<file path="src/rtl/sram_bus_arbiter_pkg.sv">
// ---------------------------------------------------------------------------
// arb_pkg
// Shared definitions for the SRAM bus arbiter: FSM state encoding, owner
// encoding and the downstream transfer-size constants.
// ---------------------------------------------------------------------------
package arb_pkg;

  typedef enum logic [1:0] {
    IDLE = 2'd0,
    ADDR = 2'd1,
    DATA = 2'd2
  } arb_state_t;

  typedef enum logic {
    OWN_INST = 1'b0,
    OWN_DATA = 1'b1
  } arb_owner_t;

  localparam logic [1:0] SZ_BYTE = 2'd0;
  localparam logic [1:0] SZ_HALF = 2'd1;
  localparam logic [1:0] SZ_WORD = 2'd2;

endpackage

</file>
<file path="src/rtl/sram_bus_arbiter_grant.sv">
// ---------------------------------------------------------------------------
// arb_grant
// Combinational winner selection between the instruction and data
// requesters. All arbitration-policy differences live here.
//
// Optional feature macro: ARB_ROUND_ROBIN_EN
//   undefined : data always beats instruction on a simultaneous request
//   defined   : on a simultaneous request the requester that did not win
//               the previous grant (last_owner) wins
//
// Ports:
//   inst_req    in   instruction requester is asking for the bus
//   data_req    in   data requester is asking for the bus
//   last_owner  in   owner of the previous grant (round-robin build only)
//   grant_valid out  at least one requester is asking
//   grant_owner out  which requester wins if a grant is taken now
// ---------------------------------------------------------------------------
module arb_grant
  import arb_pkg::*;
(
  input  logic       inst_req,
  input  logic       data_req,
`ifdef ARB_ROUND_ROBIN_EN
  input  arb_owner_t last_owner,
`endif
  output logic       grant_valid,
  output arb_owner_t grant_owner
);

  // Pick the winner. A lone request always wins; only a collision consults
  // the policy. Defaults first so every path assigns both outputs.
  always_comb begin
    grant_valid = inst_req | data_req;
    grant_owner = OWN_INST;
`ifdef ARB_ROUND_ROBIN_EN
    if (inst_req && data_req) begin
      grant_owner = (last_owner == OWN_DATA) ? OWN_INST : OWN_DATA;
    end else if (data_req) begin
      grant_owner = OWN_DATA;
    end
`else
    if (data_req) begin
      grant_owner = OWN_DATA;
    end
`endif
  end

endmodule

</file>
<file path="src/rtl/sram_bus_arbiter.sv">
// ---------------------------------------------------------------------------
// sram_bus_arbiter
// Shares one SRAM-like downstream bus between the instruction-fetch and the
// data-cache requesters. At most one transaction is outstanding; the winning
// request is latched and the handshake/read data is routed back to its owner
// only. Optional macro ARB_ROUND_ROBIN_EN switches the collision policy from
// fixed data priority to alternating (see arb_grant).
//
// Ports:
//   clk, rst                      clock, asynchronous active-high reset
//   inst_req/inst_addr            instruction request (always word read)
//   inst_rdata/addr_ok/data_ok    instruction responses
//   data_req/wr/size/addr/wdata   data request
//   data_rdata/addr_ok/data_ok    data responses
//   bus_req/wr/size/addr/wdata    downstream request (from registers)
//   bus_rdata/addr_ok/data_ok     downstream responses
// ---------------------------------------------------------------------------
module sram_bus_arbiter
  import arb_pkg::*;
#(
  parameter int ADDR_W = 32,
  parameter int DATA_W = 32
) (
  input  logic              clk,
  input  logic              rst,
  input  logic              inst_req,
  input  logic [ADDR_W-1:0] inst_addr,
  output logic [DATA_W-1:0] inst_rdata,
  output logic              inst_addr_ok,
  output logic              inst_data_ok,
  input  logic              data_req,
  input  logic              data_wr,
  input  logic [1:0]        data_size,
  input  logic [ADDR_W-1:0] data_addr,
  input  logic [DATA_W-1:0] data_wdata,
  output logic [DATA_W-1:0] data_rdata,
  output logic              data_addr_ok,
  output logic              data_data_ok,
  output logic              bus_req,
  output logic              bus_wr,
  output logic [1:0]        bus_size,
  output logic [ADDR_W-1:0] bus_addr,
  output logic [DATA_W-1:0] bus_wdata,
  input  logic [DATA_W-1:0] bus_rdata,
  input  logic              bus_addr_ok,
  input  logic              bus_data_ok
);

  arb_state_t        state_q, state_d;
  arb_owner_t        owner_q;
  logic              wr_q;
  logic [1:0]        size_q;
  logic [ADDR_W-1:0] addr_q;
  logic [DATA_W-1:0] wdata_q;

  logic              grant_valid;
  arb_owner_t        grant_owner;
  logic              take_grant;
  logic              addr_evt;
  logic              done_evt;

`ifdef ARB_ROUND_ROBIN_EN
  arb_owner_t        last_owner_q;
`endif

  arb_grant u_grant (
    .inst_req    (inst_req),
    .data_req    (data_req),
`ifdef ARB_ROUND_ROBIN_EN
    .last_owner  (last_owner_q),
`endif
    .grant_valid (grant_valid),
    .grant_owner (grant_owner)
  );

  // Requests are only sampled in IDLE, which also guarantees one idle cycle
  // between consecutive transactions.
  assign take_grant = (state_q == IDLE) && grant_valid;

  // State register. Reset drops straight back to IDLE; any downstream
  // transaction in flight is abandoned (the bridge shares this reset).
  always_ff @(posedge clk or posedge rst) begin
    if (rst) begin
      state_q <= IDLE;
    end else begin
      state_q <= state_d;
    end
  end

  // Latch the winner's request at grant time so the bus fields stay stable
  // for the whole ADDR phase regardless of what the requesters do next.
  // Instruction fetches are always word reads with no write data.
  always_ff @(posedge clk or posedge rst) begin
    if (rst) begin
      owner_q <= OWN_INST;
      wr_q    <= 1'b0;
      size_q  <= 2'd0;
      addr_q  <= '0;
      wdata_q <= '0;
    end else if (take_grant) begin
      owner_q <= grant_owner;
      if (grant_owner == OWN_DATA) begin
        wr_q    <= data_wr;
        size_q  <= data_size;
        addr_q  <= data_addr;
        wdata_q <= data_wdata;
      end else begin
        wr_q    <= 1'b0;
        size_q  <= SZ_WORD;
        addr_q  <= inst_addr;
        wdata_q <= '0;
      end
    end
  end

`ifdef ARB_ROUND_ROBIN_EN
  // Remember who won last so a future collision goes to the other side.
  always_ff @(posedge clk or posedge rst) begin
    if (rst) begin
      last_owner_q <= OWN_INST;
    end else if (take_grant) begin
      last_owner_q <= grant_owner;
    end
  end
`endif

  // Next state and all outputs. Handshakes are combinational from the bus
  // so the owner sees addr_ok/data_ok in the same cycle as the bridge
  // raises them. Responses arriving in the wrong state are simply ignored,
  // and a bus that answers addr_ok and data_ok together finishes in ADDR.
  always_comb begin
    state_d      = state_q;
    addr_evt     = 1'b0;
    done_evt     = 1'b0;
    bus_req      = 1'b0;
    bus_wr       = wr_q;
    bus_size     = size_q;
    bus_addr     = addr_q;
    bus_wdata    = wdata_q;
    inst_addr_ok = 1'b0;
    inst_data_ok = 1'b0;
    inst_rdata   = '0;
    data_addr_ok = 1'b0;
    data_data_ok = 1'b0;
    data_rdata   = '0;

    case (state_q)
      IDLE: begin
        if (grant_valid) begin
          state_d = ADDR;
        end
      end
      ADDR: begin
        bus_req = 1'b1;
        if (bus_addr_ok) begin
          addr_evt = 1'b1;
          if (bus_data_ok) begin
            done_evt = 1'b1;
            state_d  = IDLE;
          end else begin
            state_d  = DATA;
          end
        end
      end
      DATA: begin
        if (bus_data_ok) begin
          done_evt = 1'b1;
          state_d  = IDLE;
        end
      end
      default: begin
        state_d = IDLE;
      end
    endcase

    if (owner_q == OWN_DATA) begin
      data_addr_ok = addr_evt;
      data_data_ok = done_evt;
      data_rdata   = done_evt ? bus_rdata : '0;
    end else begin
      inst_addr_ok = addr_evt;
      inst_data_ok = done_evt;
      inst_rdata   = done_evt ? bus_rdata : '0;
    end
  end

endmodule

</file>
<file path="config.mk">
export PLATFORM = sky130hd
export DESIGN_NAME = sram_bus_arbiter
export DESIGN_NICKNAME = d
export VERILOG_FILES = /design/src/rtl/sram_bus_arbiter_pkg.sv /design/src/rtl/sram_bus_arbiter_grant.sv /design/src/rtl/sram_bus_arbiter.sv
export SDC_FILE = /design/constraint.sdc
export NUM_CORES = 1
export LEC_CHECK = 0
export CAP_MARGIN = 15
export CORE_MARGIN = 3
export CORE_UTILIZATION = 34
export DETAILED_ROUTE_END_ITERATION = 12
export PLACE_DENSITY = 0.84
export SETUP_SLACK_MARGIN = 0.5
export SLEW_MARGIN = 20
export SYNTH_ARGS = -nofsm -noshare
export SYNTH_HDL_FRONTEND = slang
export SYNTH_SLANG_ARGS = --single-unit
</file>
<file path="constraint.sdc">
create_clock -name clk -period 2.8 [get_ports clk]
set_input_delay 0.7 -clock clk [delete_from_list [all_inputs] [get_ports clk]]
set_output_delay 0.7 -clock clk [all_outputs]
set_load 0.01 [all_outputs]
</file>
### Yosys cells after proc, flatten, opt, wreduce, memory -nomap -nowiden

Cells that the tools add are included.

| word-level totals | value |
|---|---|
| register bits | 70 |
| output and inout port bits | 136 |
| word-level logic and storage cells | 38 |

| operators by class | value |
|---|---|
| mux-type cells | 23 |
| bitwise gates (word level) | 1 |
| eq/ne operators | 5 |
| reduce and logical (&&, ||, !) cells | 3 |

Operator list:

| operator | count |
|---|---|
| 32-bit 2-to-1 mux | 5 |
| 1-bit 2-to-1 mux | 11 |
| 2-bit 2-to-1 mux | 5 |
| 2-bit != test, second input constant | 3 |
| 2-bit one-hot mux with 3 select lines | 1 |
| 3-bit AND reduction | 1 |
| 2-bit by 1-bit equality test with 1-bit output, second input constant | 1 |
| 2-bit equality test, second input constant | 1 |
| 2-bit logical NOT | 1 |
| 1-bit one-hot mux with 2 select lines | 1 |
| 1-bit logical AND | 1 |
| 1-bit bitwise OR | 1 |

### Logic depth before layout (Yosys ltp)

| logic depth | value |
|---|---|
| depth in word-level cells | 5 |
| mapped depth | 7 |

### By module

A second synthesis with hierarchy kept.

| unflattened totals | value |
|---|---|
| cells, all modules | 391 |
| area total of the unflattened synthesis | 3500.9 µm² |

Modules (own cells, without submodules):

| module | sequential area each (µm²) | cells each | area an instance (µm²) | times used |
|---|---|---|---|---|
| sram_bus_arbiter | 1751.7 | 389 | 3487.1 | 1 |
| arb_grant | 0.0 | 2 | 13.8 | 1 |

### Worst setup path before layout

OpenSTA, ideal clock, no wires.

| timing path | value |
|---|---|
| kind | register to output |
| from | register state_q[1] |
| to | output data_rdata[22] |
| arrival time | 1460 ps |
| setup slack | 640 ps |
| stages on the path, launching flop included | 7 |
| cell sequence | dfrtp_1 inv_1 ha_1 a21oi_2 nor3b_4 buf_6 and2_1 |

| on the way | value |
|---|---|
| longest elaborated chain between the ends | 4 |

Ends and longest elaborated chain:

| item | line | RTL |
|---|---|---|
| from (decl) | sram_bus_arbiter.sv:49 | `arb_state_t state_q, state_d;` |
| from (signal assigned) | sram_bus_arbiter.sv:86 | `state_q <= state_d;` |
| 2-bit equality test / 2-bit by 1-bit equality test with 1-bit output (equally long branches) | sram_bus_arbiter.sv:147 | `case (state_q)` |
| 1-bit one-hot mux with 2 select lines (*) | sram_bus_arbiter.sv:147 |  |
| 32-bit 2-to-1 mux (*) | sram_bus_arbiter.sv:179 | `data_rdata = done_evt ? bus_rdata : '0;` |
| 32-bit 2-to-1 mux (*) | sram_bus_arbiter.sv:176 | `if (owner_q == OWN_DATA) begin` |
| to (decl) | sram_bus_arbiter.sv:36 | `output logic [DATA_W-1:0] data_rdata,` |

Mark *: on every way between the ends. The rest lies on a longest branch, timed or not.

### Worst setup path in the final report

| timing path | value |
|---|---|
| from | input bus_addr_ok |
| to | output data_rdata[27] |

| on the way | value |
|---|---|
| longest elaborated chain between the ends | 4 |

Ends and longest elaborated chain:

| item | line | RTL |
|---|---|---|
| from (decl) | sram_bus_arbiter.sv:45 | `input logic bus_addr_ok,` |
| 1-bit 2-to-1 mux | sram_bus_arbiter.sv:155 | `if (bus_addr_ok) begin` |
| 1-bit one-hot mux with 2 select lines | sram_bus_arbiter.sv:147 |  |
| 32-bit 2-to-1 mux | sram_bus_arbiter.sv:179 |  |
| 32-bit 2-to-1 mux | sram_bus_arbiter.sv:176 |  |

Every way passes these cells.

==> reports/results.ini <==
[floorplanning]
die_area_sq_mm=0.0117
fp.dieW_um=108
start_util_pct=35.5
row_count=36
chipHeight_um=108
pin_count=273
fp.coreArea_sq_mm=0.00995

[synth]
syn_nets=529
syn_area_per_cell_sq_um=9.10
ys_seq_area_share_pct=49.5
synth.cell_area_sq_mm=0.00354
synthCells=389
yosysUniqueCellTypes=24
ys_warn_count=0
ys_seq_elements=70

[layout]
post-route-util_pct=71.2
drive_gt1_share_pct=26.4
fin_area_sq_mm=0.00709
fin_cells=812
final_cell_mix=clkdlybuf4s50_1, nand2_1, dfrtp_1, buf_6, and2_4
nNetsFinal=814
layout_commonest_cell=clkdlybuf4s50_1
antennaDiodeCount=0
syn_to_final_growth_pct=100

[clock_network]
cts_tree=done
clk_latency_ns=0.33
ctsHoldBuffers=0
cts.clk_slew.worst_paths_ns=0.07
numClockSinks=70
numCtsBuffers=9
cts_max_path_buffers=2
clockRootBuffer=clkbuf_8
cts_max_level=3

[min_path]
min_path_type=reg2reg

[sta]
whs_ns=0.464
tns_ns=0
maxSlewHeadroom_pct=64.1
finalSetupViolations=0
finalCriticalPeriod_ns=2.69
clock.fmax_mhz=372
fin_crit_sh_pct=95.9
rsz0062_at_grt=true
finClkSkew_ns=0.00779
setup_ws_ns=0.113
worst_slew_pin_slew_ns=0.538
hold_violations=0
drv_slew=0

[global_route]
grt_max_degree=75
overflow=0
grt_usage_pct=21.8
antenna_found_initial=0
grt_pass1_wl_um=19900
grt_pass1_vias=3839

[setup_path]
cp-start-kind=input port
required_ns=2.10
critPathMaxFanout=8
critPathKind=in2out
cp.arrival_ns=1.99
crit_path_end_kind=output pin

[place]
preCtsSetupSlack_ns=-0.410
dp_hpwl_um=9970
io_buffers=272
gp_congestion=0.861
placedCellCount=775
placed_area_sq_mm=0.00639

[detailed_routing]
wire_per_inst_um=16.9
dr.pass1.iters=5
drtIter0Drc=183
drc_errors=0
postRouteAntennaNets=0
vias=3844
viasPerCell=4.73
totalWireLength_um=13700

[power_and_ir_drop]
p_per_area_mw_per_mm2=844
vdd.ir_drop.worst_uv=504
p_total_mw=5.99
total_leakage_power_nw=3.35

[job]
drv_cap=0

[outcome]
status=finished, final reports clean

[state kept, by name (all words and copies together), names as in the netlist]
name       flops
bus_addr      32
bus_size       2
bus_wdata     32
bus_wr         1
owner_q        1
state_q        2
[cells in the mapped netlist]
cell type	number	share of area [%]
and2_1	64	11
nor3_1	1	0.14
a211oi_1	1	0.21
nor2_1	2	0.21
a21oi_2	1	0.25
nand3_1	34	4.8
nand2_1	106	11
clkbuf_1	4	0.42
buf_2	16	2.3
o32a_1	1	0.28
dfrtp_1	70	50
or2b_1	1	0.21
nor3b_4	1	0.53
buf_6	3	0.95
mux2i_1	33	9.3
nor2b_1	3	0.53
nor3_2	1	0.28
o21ai_0	33	4.7
ha_1	3	1.1
buf_4	4	0.85
clkbuf_2	2	0.28
o21ai_1	1	0.14
inv_1	3	0.32
and3_1	1	0.18
[worst paths after layout]
kind                       slack [ns]                         to  depth (start not counted)                      start
hold reg to reg                  0.46  bus_wdata[26]$_DFFE_PP0P_                          2  bus_wdata[26]$_DFFE_PP0P_
setup / recovery                 0.11             data_rdata[27]                          7                bus_addr_ok
max in group asynchronous        1.43    bus_addr[5]$_DFFE_PP0P_                          3                        rst
min in group asynchronous        0.74   bus_wdata[5]$_DFFE_PP0P_                          2                        rst
setup reg to reg                 1.04     state_q[1]$_DFFE_PP0P_                          7     state_q[0]$_DFFE_PP0P_
hold / removal                   0.46  bus_wdata[26]$_DFFE_PP0P_                          2  bus_wdata[26]$_DFFE_PP0P_
[final cells by class]
class                      count  area [sq um]
timing repair buffer         303          3120
fill                         723          2860
multi-input combinational    287          1810
sequential                    70          1750
tap                          133           166
clock buffer                  11           141
clock inverter                 5          82.6
inverter                       3          15.0
[power breakdown]
group	switching [mW]	leakage [nW]	internal, mW	total (mW)
Sequential	0.277	0.876	1.51	1.79
Clock	0.369	0.113	0.528	0.897
Combinational	1.51	2.36	1.79	3.30
Total	2.15	3.35	3.83	5.99
[kinds of logic (layout without fill, tap and decap cells)]
| family | Yosys count | count (layout) | share of synthesized area [%] |
|---|---|---|---|
| adders and majority gates | 3 | 3 | 1.06 |
| muxes | 33 | 33 | 9.34 |
| DFF | 70 | 70 | 49.5 |
| buffers and inverters | 32 | 322 | 5.09 |
| and+or+nand+nor | 214 | 214 | 29.5 |
| AOI/OAI and AO/OA | 37 | 37 | 5.55 |
[per-layer routing]
metal	up-vias	global-route usage (%)	share of wire [%]
met3	30	6.39	8.8
li1	1835	-	-
met2	177	42.8	56
met1	1802	21.6	33
met4	0	7.21	2.6
met5	-	0	0
[critical path, stage by stage]
cell and delay (ns):
dlygate4sd2_1 0.32, a21oi_4 0.12, nor3b_4 0.27, buf_6 0.16
clkbuf_16 0.14, and2_1 0.14, buf_2 0.13
[timing repair]
action	in CTS	in global routing
endpoints found under the setup margin	69	67
pin swaps	5	21
gates resized for setup	295	120
setup buffers	8	6
cloned	4	3
Power figures use the tool's default switching activity.
